[src/rtl/rr_sel_arbiter_pkg.sv]
// rr_sel_arbiter_pkg: shared types and sizes for the round-robin 4:1 select arbiter
package rr_sel_arbiter_pkg;
  localparam int N_REQ = 4;
  localparam int SEL_W = 4;
  localparam int PTR_W = 2;
  typedef enum logic {IDLE, GRANT} state_t;
  function automatic logic [N_REQ-1:0] onehot(input logic [PTR_W-1:0] i);
    onehot = N_REQ'(1) << i;
  endfunction
endpackage

[src/rtl/rr_sel_arbiter_pick.sv]
// rr_pick: combinational round-robin search; req -> first asserted index from ptr, plus found flag
module rr_pick
  import rr_sel_arbiter_pkg::*;
(
  input  logic [N_REQ-1:0] req,
  input  logic [PTR_W-1:0] ptr,
  output logic [PTR_W-1:0] idx,
  output logic             found
);
  logic [PTR_W-1:0] c;
  always_comb begin
    idx = '0;
    found = 1'b0;
    c = '0;
    for (int k = N_REQ - 1; k >= 0; k--) begin
      c = ptr + PTR_W'(k);
      if (req[c]) begin
        idx = c;
        found = 1'b1;
      end
    end
  end
endmodule

[src/rtl/rr_sel_arbiter.sv]
// rr_sel_arbiter: round-robin arbiter driving a 4:1 select; ports clk, rst, req[3:0], done -> sel[3:0], grant[3:0], busy
module rr_sel_arbiter
  import rr_sel_arbiter_pkg::*;
#(
  parameter int HOLD_MAX = 8
) (
  input  logic             clk,
  input  logic             rst,
  input  logic [N_REQ-1:0] req,
  input  logic             done,
  output logic [SEL_W-1:0] sel,
  output logic [N_REQ-1:0] grant,
  output logic             busy
);
  state_t           state, state_n;
  logic [PTR_W-1:0] ptr, ptr_n, idx;
  logic [3:0]       cnt, cnt_n;
  logic [SEL_W-1:0] sel_n;
  logic             found, rel;
  rr_pick u_pick (.req(req), .ptr(ptr), .idx(idx), .found(found));
  always_comb begin
    state_n = state;
    ptr_n = ptr;
    cnt_n = cnt;
    sel_n = sel;
    rel = done || !req[sel[PTR_W-1:0]] || cnt == 4'(HOLD_MAX - 1);
    if (state == IDLE) begin
      if (found) begin
        state_n = GRANT;
        sel_n = {{(SEL_W - PTR_W){1'b0}}, idx};
        cnt_n = '0;
      end
    end else if (rel) begin
      // sel keeps the last owner so the downstream mux does not glitch
      state_n = IDLE;
      ptr_n = sel[PTR_W-1:0] + PTR_W'(1);
      cnt_n = '0;
    end else begin
      cnt_n = cnt + 4'd1;
    end
  end
  always_ff @(posedge clk) begin
    if (rst) begin
      state <= IDLE;
      ptr <= '0;
      cnt <= '0;
      sel <= '0;
      grant <= '0;
      busy <= 1'b0;
    end else begin
      state <= state_n;
      ptr <= ptr_n;
      cnt <= cnt_n;
      sel <= sel_n;
      grant <= state_n == GRANT ? onehot(sel_n[PTR_W-1:0]) : '0;
      busy <= state_n == GRANT;
    end
  end
endmodule
[config.mk]
export PLATFORM = sky130hd
export DESIGN_NAME = rr_sel_arbiter
export DESIGN_NICKNAME = d
export VERILOG_FILES = /design/src/rtl/rr_sel_arbiter_pkg.sv /design/src/rtl/rr_sel_arbiter_pick.sv /design/src/rtl/rr_sel_arbiter.sv
export SDC_FILE = /design/constraint.sdc
export NUM_CORES = 1
export LEC_CHECK = 0
export ABC_AREA = 0
export BUFFER_PORTS_ARGS = -buffer_cell sky130_fd_sc_hd__buf_2
export CORE_MARGIN = 2
export CORE_UTILIZATION = 35
export DETAILED_ROUTE_END_ITERATION = 12
export PLACE_DENSITY_LB_ADDON = 0.3
export SLEW_MARGIN = 40
export SYNTH_ARGS = -nofsm -noshare
export SYNTH_HDL_FRONTEND = slang
export SYNTH_SLANG_ARGS = --single-unit
[constraint.sdc]
create_clock -name clk -period 2.1 [get_ports clk]
set_clock_uncertainty 0.2 [all_clocks]
set_input_delay 0.315 -clock clk [delete_from_list [all_inputs] [get_ports clk]]
set_output_delay 0.315 -clock clk [all_outputs]
set_load 0.01 [all_outputs]
Word level (Yosys, flattened, before mapping)
Cells that the tools add are included.

Word-level logic and storage cells: 50. Input port bits: 7. Output and inout port bits: 9. Flip-flop bits (word level): 13.

Eq/ne operators: 1. Muxes and demuxes: 26. Bitwise gates (word level): 1. Add/subtract/negate cells: 5. Shift-type cells: 1. Reductions and logical operators: 6. Magnitude comparators: 5.

Operators by type and width (number): $lt A2 B3 Y1 const B (5); $mux W1 (12); $mux W2 (6); $mux W4 (3); $bmux W1 S2 (5); $add A2 B1 Y2 const B (2); $add A2 B2 Y2 const B (2); $add A4 B1 Y4 const B (1); $eq A4 B3 Y1 const B (1); $shl A1 B2 Y4 const A (1); $logic_or A1 B1 Y1 (2); $reduce_and A2 Y1 (1); $reduce_bool A2 Y1 (1); $reduce_or A2 Y1 (1); $logic_not A1 Y1 (1); $not A1 Y1 (1).

Longest topological paths before layout
Word-level depth: 11. Mapped depth: 6. Mapped depth without buffers: 6.

By module
A second synthesis with hierarchy kept.

Cells, all modules: 83. Area total of the unflattened synthesis: 725.7 µm².

Modules (own cells, without submodules): rr_sel_arbiter (area an instance 648.1 µm², times used 1, sequential area each 260.2 µm², cells each 70); rr_pick (area an instance 77.6 µm², times used 1, sequential area each 0.0 µm², cells each 13).

Worst setup path before layout
OpenSTA, ideal clock, no wires.

Path type: reg2reg. From: register sel[0]. To: register grant[2]. Clock period less this slack: 1583 ps. Setup time: 121 ps. Path buffers: 1. Required time: 1779 ps. Arrival time: 1262 ps. Path slack: 517 ps. Stages on the path, launching flop included: 7. Cells stage by stage: dfxtp_1 -> buf_6 -> mux2i_1 -> o22ai_2 -> a21boi_2 -> nand2b_2 -> nor3b_2.

Word-level cells in the longest chain between the ends: 9. Elaborated cells between the ends (all ways): 12. Those cells by class: shift: 1; mux: 6; bitwise: 1; reduce/logical: 4.

Ends and longest elaborated chain: start: declaration (RTL line rr_sel_arbiter.sv:11) `output logic [SEL_W-1:0] sel,`; start signal: assignment (RTL line rr_sel_arbiter.sv:54) `sel <= sel_n;`; $bmux W1 S2 (RTL line rr_sel_arbiter.sv:26) `rel = done || !req[sel[PTR_W-1:0]] || cnt == 4'(HOLD_MAX - 1);`; $mux W1 (not written as such) (RTL line rr_sel_arbiter.sv:26); $logic_not A1 Y1 (RTL line rr_sel_arbiter.sv:26); $logic_or A1 B1 Y1 (2 in series) (RTL line rr_sel_arbiter.sv:26); $mux W1 (RTL line rr_sel_arbiter.sv:33) `end else if (rel) begin`; $mux W1 (RTL line rr_sel_arbiter.sv:27) `if (state == IDLE) begin`; $not A1 Y1 (no source line); $reduce_or A2 Y1 (no source line); end signal: assignment (RTL line rr_sel_arbiter.sv:55) `grant <= state_n == GRANT ? onehot(sel_n[PTR_W-1:0]) : '0;`; end: declaration (RTL line rr_sel_arbiter.sv:12) `output logic [N_REQ-1:0] grant,`.

Parallel ways exist; a longest one is shown, timed or not. The select of a mux whose other input is x is not followed. A chain may end at the register's enable or synchronous reset.

Final worst setup path
From: register cnt[0]. To: register grant[2].

Word-level cells in the longest chain between the ends: 6.

Ends and longest elaborated chain: start: declaration (RTL line rr_sel_arbiter.sv:17) `logic [3:0] cnt, cnt_n;`; start signal: assignment (RTL line rr_sel_arbiter.sv:53) `cnt <= cnt_n;`; $eq A4 B3 Y1 (RTL line rr_sel_arbiter.sv:26); $logic_or A1 B1 Y1 (RTL line rr_sel_arbiter.sv:26); $mux W1 (RTL line rr_sel_arbiter.sv:33); $mux W1 (RTL line rr_sel_arbiter.sv:27); $not A1 Y1 (no source line); $reduce_or A2 Y1 (no source line).

No other way between the ends.

==> impl_metrics.csv <==
group,metric,value,unit
setup_path,crit_arrival,1670,ps
setup_path,max_stage_delay,380,ps
global_route,grt_pass1_vias,505,
layout,multiInputGateArea,383,um2
synthesis,synth_fa_ha_area_share,1.81,%
synthesis,synth_xor_area_share,1.27,%
floorplan,io_pins,16,
global_route,grt_pass1_wl,2.19,mm
layout,drive_above_1_share,27.8,%
sta,finalSetupViolCount,0,
synthesis,syn_avg_cell_area,9.09,um2
min_path,hold_class,"input port to register",
layout,diodes,0,
synthesis,synth_top_area_share,37.7,%
synthesis,synth_simple_gate_area_share,26.3,%
clock_network,cts_hold_buf,0,
pwr,p_leak,0.327,nW
sta,slew_viol_final,0,
setup_path,critPathLaunch,"cnt[0]$_SDFFE_PP0P_",
synthesis,synth_ff_type,"dfxtp_1",
clock_network,htreeDepth,1,
sta,clock.fmax,588,MHz
synthesis,synthesis.area,691,um2
setup_path,path_buf_inv,0,
clock_network,cts_root_buf,"clkbuf_4",
placed_design,placed_area,757,um2
synthesis,ys_types,38,
synthesis,synth_mux_area_share,2.90,%
min_path,holdCritStartpoint,"rst",
pwr,power_density,687,mW/mm2
setup_path,endpoint_kind,"register",
sta,min_period,1700,ps
placed_design,pre_cts_ws,359,ps
clock_network,cts_buffers,3,
sta,min_period_over_period,81.0,%
clock_network,clkSlewWorstSetupHoldPaths,80,ps
placed_design,dpl.hpwl,1.01,mm
floorplan,core_area,0.00190,mm2
floorplan,die_area,0.00234,mm2
setup_path,worstPathCellList,"ha_1 -> nand2_1 -> or2_1 -> a21boi_2 -> nand2b_2 -> nor3b_2",
synthesis,synth_edf_count,0,
global_route,grt_max_degree,10,
setup_path,crit_slowest_cell,"dfxtp_1",
sta,tns,0,ps
route,firstDrtPassIters,3,
floorplan,die_w,48.4,um
floorplan,rows,16,
pwr,peakVddDrop,279,uV
setup_path,start_kind,"register",
layout,n_fill_cell,198,
clock_network,cts_sinks,13,
placed_design,io_buffer_count,13,
sta,timing.final.hold_violations,0,
run,drv_cap,0,
synthesis,synth_warnings,0,
clock_network,postCtsSetupBuffers,0,
sta,rsz0062_at_grt,"no",
layout,fin_nets,99,
global_route,grt-ovfl-total,0,
layout,syn_to_final_growth,13.6,%
synthesis,synth_compound_area_share,22.1,%
route,via_count,563,
clock_network,cts-resized-gates,0,
setup_path,crit_path_max_fanout,6,
global_route,antenna_found_initial,0,
setup_path,crit_required,2070,ps
synthesis,seq_area_frac_synth,37.7,%
route,avgRoutedWirePerCell,11.0,um
synthesis,synth_top_family_by_area,"simple AND/OR/NAND/NOR gates",
synthesis,syn_inst,76,
layout,regArea,260,um2
floorplan,die_h,48.4,um
clock_network,clk_latency,280,ps
clock_network,cts_tree,"built",
setup_path,critPathKind,"register to register",
setup_path,r2r_start,"cnt[0]$_SDFFE_PP0P_",
run_status,outcome,"finished clean",
route,drt_iter0_drc,12,
synthesis,yosysMostFrequentCell,"dfxtp_1",
setup_path,critPathTopFamily,"simple AND/OR/NAND/NOR gates",
sta,fin_ws,399,ps
synthesis,ys_ff_latch,13,
placed_design,gp_congestion,0.702,
route,postRouteAntennaNets,0,
route,totalWireLength,1.29,mm
route,vias_per_cell,4.81,
global_route,grt.total_usage,12.2,%
synthesis,synthTopCellsByCount,"dfxtp_1 (13), nor2_1 (11), inv_1 (4)",
synthesis,yosysTopAreaCell,"dfxtp_1",
layout,final_area,785,um2
clock_network,cts_buffer_depth,2,
synthesis,async_flop_share,0,%
floorplan,initial_core_util,36.3,%
route,drc,0,
layout,final_util,41.3,%
synthesis,synthTopCellsByArea,"dfxtp_1 (38%), nor2_1 (6.0%), nor3b_2 (3.6%)",
flip-flops by register name, indices dropped and copies added, names as in the netlist:
signal and flops:
ptr 2, cnt 4, grant 4, sel 2, state 1
where the power goes:
group,internal [W],switching (W)
clock network,0.0000708,0.0000843
registers,0.000263,0.0000173
logic,0.0000485,0.0000551
worst reg2reg max path: stages (launching register included):
cell,delay [ps]
dfxtp_1,380
ha_1,190
nand2_1,70
or2_1,230
a21boi_2,230
nand2b_2,220
nor3b_2,60
path summary, 6_finish.rpt:
path | to | slack (ps) | cells past startpoint
worst max-delay path | grant[2]$_SDFF_PP0_ | 400 | 6
worst min-delay path | ptr[0]$_SDFFE_PP0P_ | 100 | 2
worst max register to register | grant[2]$_SDFF_PP0_ | 400 | 6
worst min register to register | cnt[2]$_SDFFE_PP0P_ | 310 | 1
metal layers:
layer	share of wire, %	GRT usage, %
met3	2.9	2.16
met5	0	0
met4	3.3	10.0
met1	48	14.5
met2	45	19.2
cells by family (layout without fill, tap and decap cells):
group / after synthesis / after routing
xor gates and xnor gates: 1 / 1
muxes: 2 / 2
adders and majority gates: 1 / 1
DFF: 13 / 13
other: 1 / 2
buffers and inverters: 8 / 21
and+or+nand+nor: 30 / 30
AOI/OAI and AO/OA: 20 / 20
area by class of cell:
cell class | count | area share [%]
clock buffers | 3 | 2.87
multi-input cells | 56 | 48.8
repair buffers | 13 | 8.29
well taps | 27 | 4.31
clock inverters | 1 | 0.638
flip-flops and latches | 13 | 33.2
inverters | 4 | 1.91
cells in the final DEF, fill, tap and decap left out, drive strengths merged, types with 2 or more instances in the layout:
cell,n
a211oi,2
o22ai,3
inv,4
o31a,2
a21boi,2
dfxtp,13
nand2,3
nand3,2
nand2b,2
o21ai,2
buf,13
or2,3
a31oi,2
nor2,11
and2b,2
clkbuf,3
nor3b,2
mux2i,2
conb,2
through the flow:
step,total power (W),instances,hold WS [ps]
global route,0.000567,117,95.3
detailed placement,0.000390,113,280
floorplan,0.000363,77,252
global placement,0.000389,113,278
finish,0.000539,117,104
CTS,0.000549,117,91.9
Power figures use the tool's default switching activity.
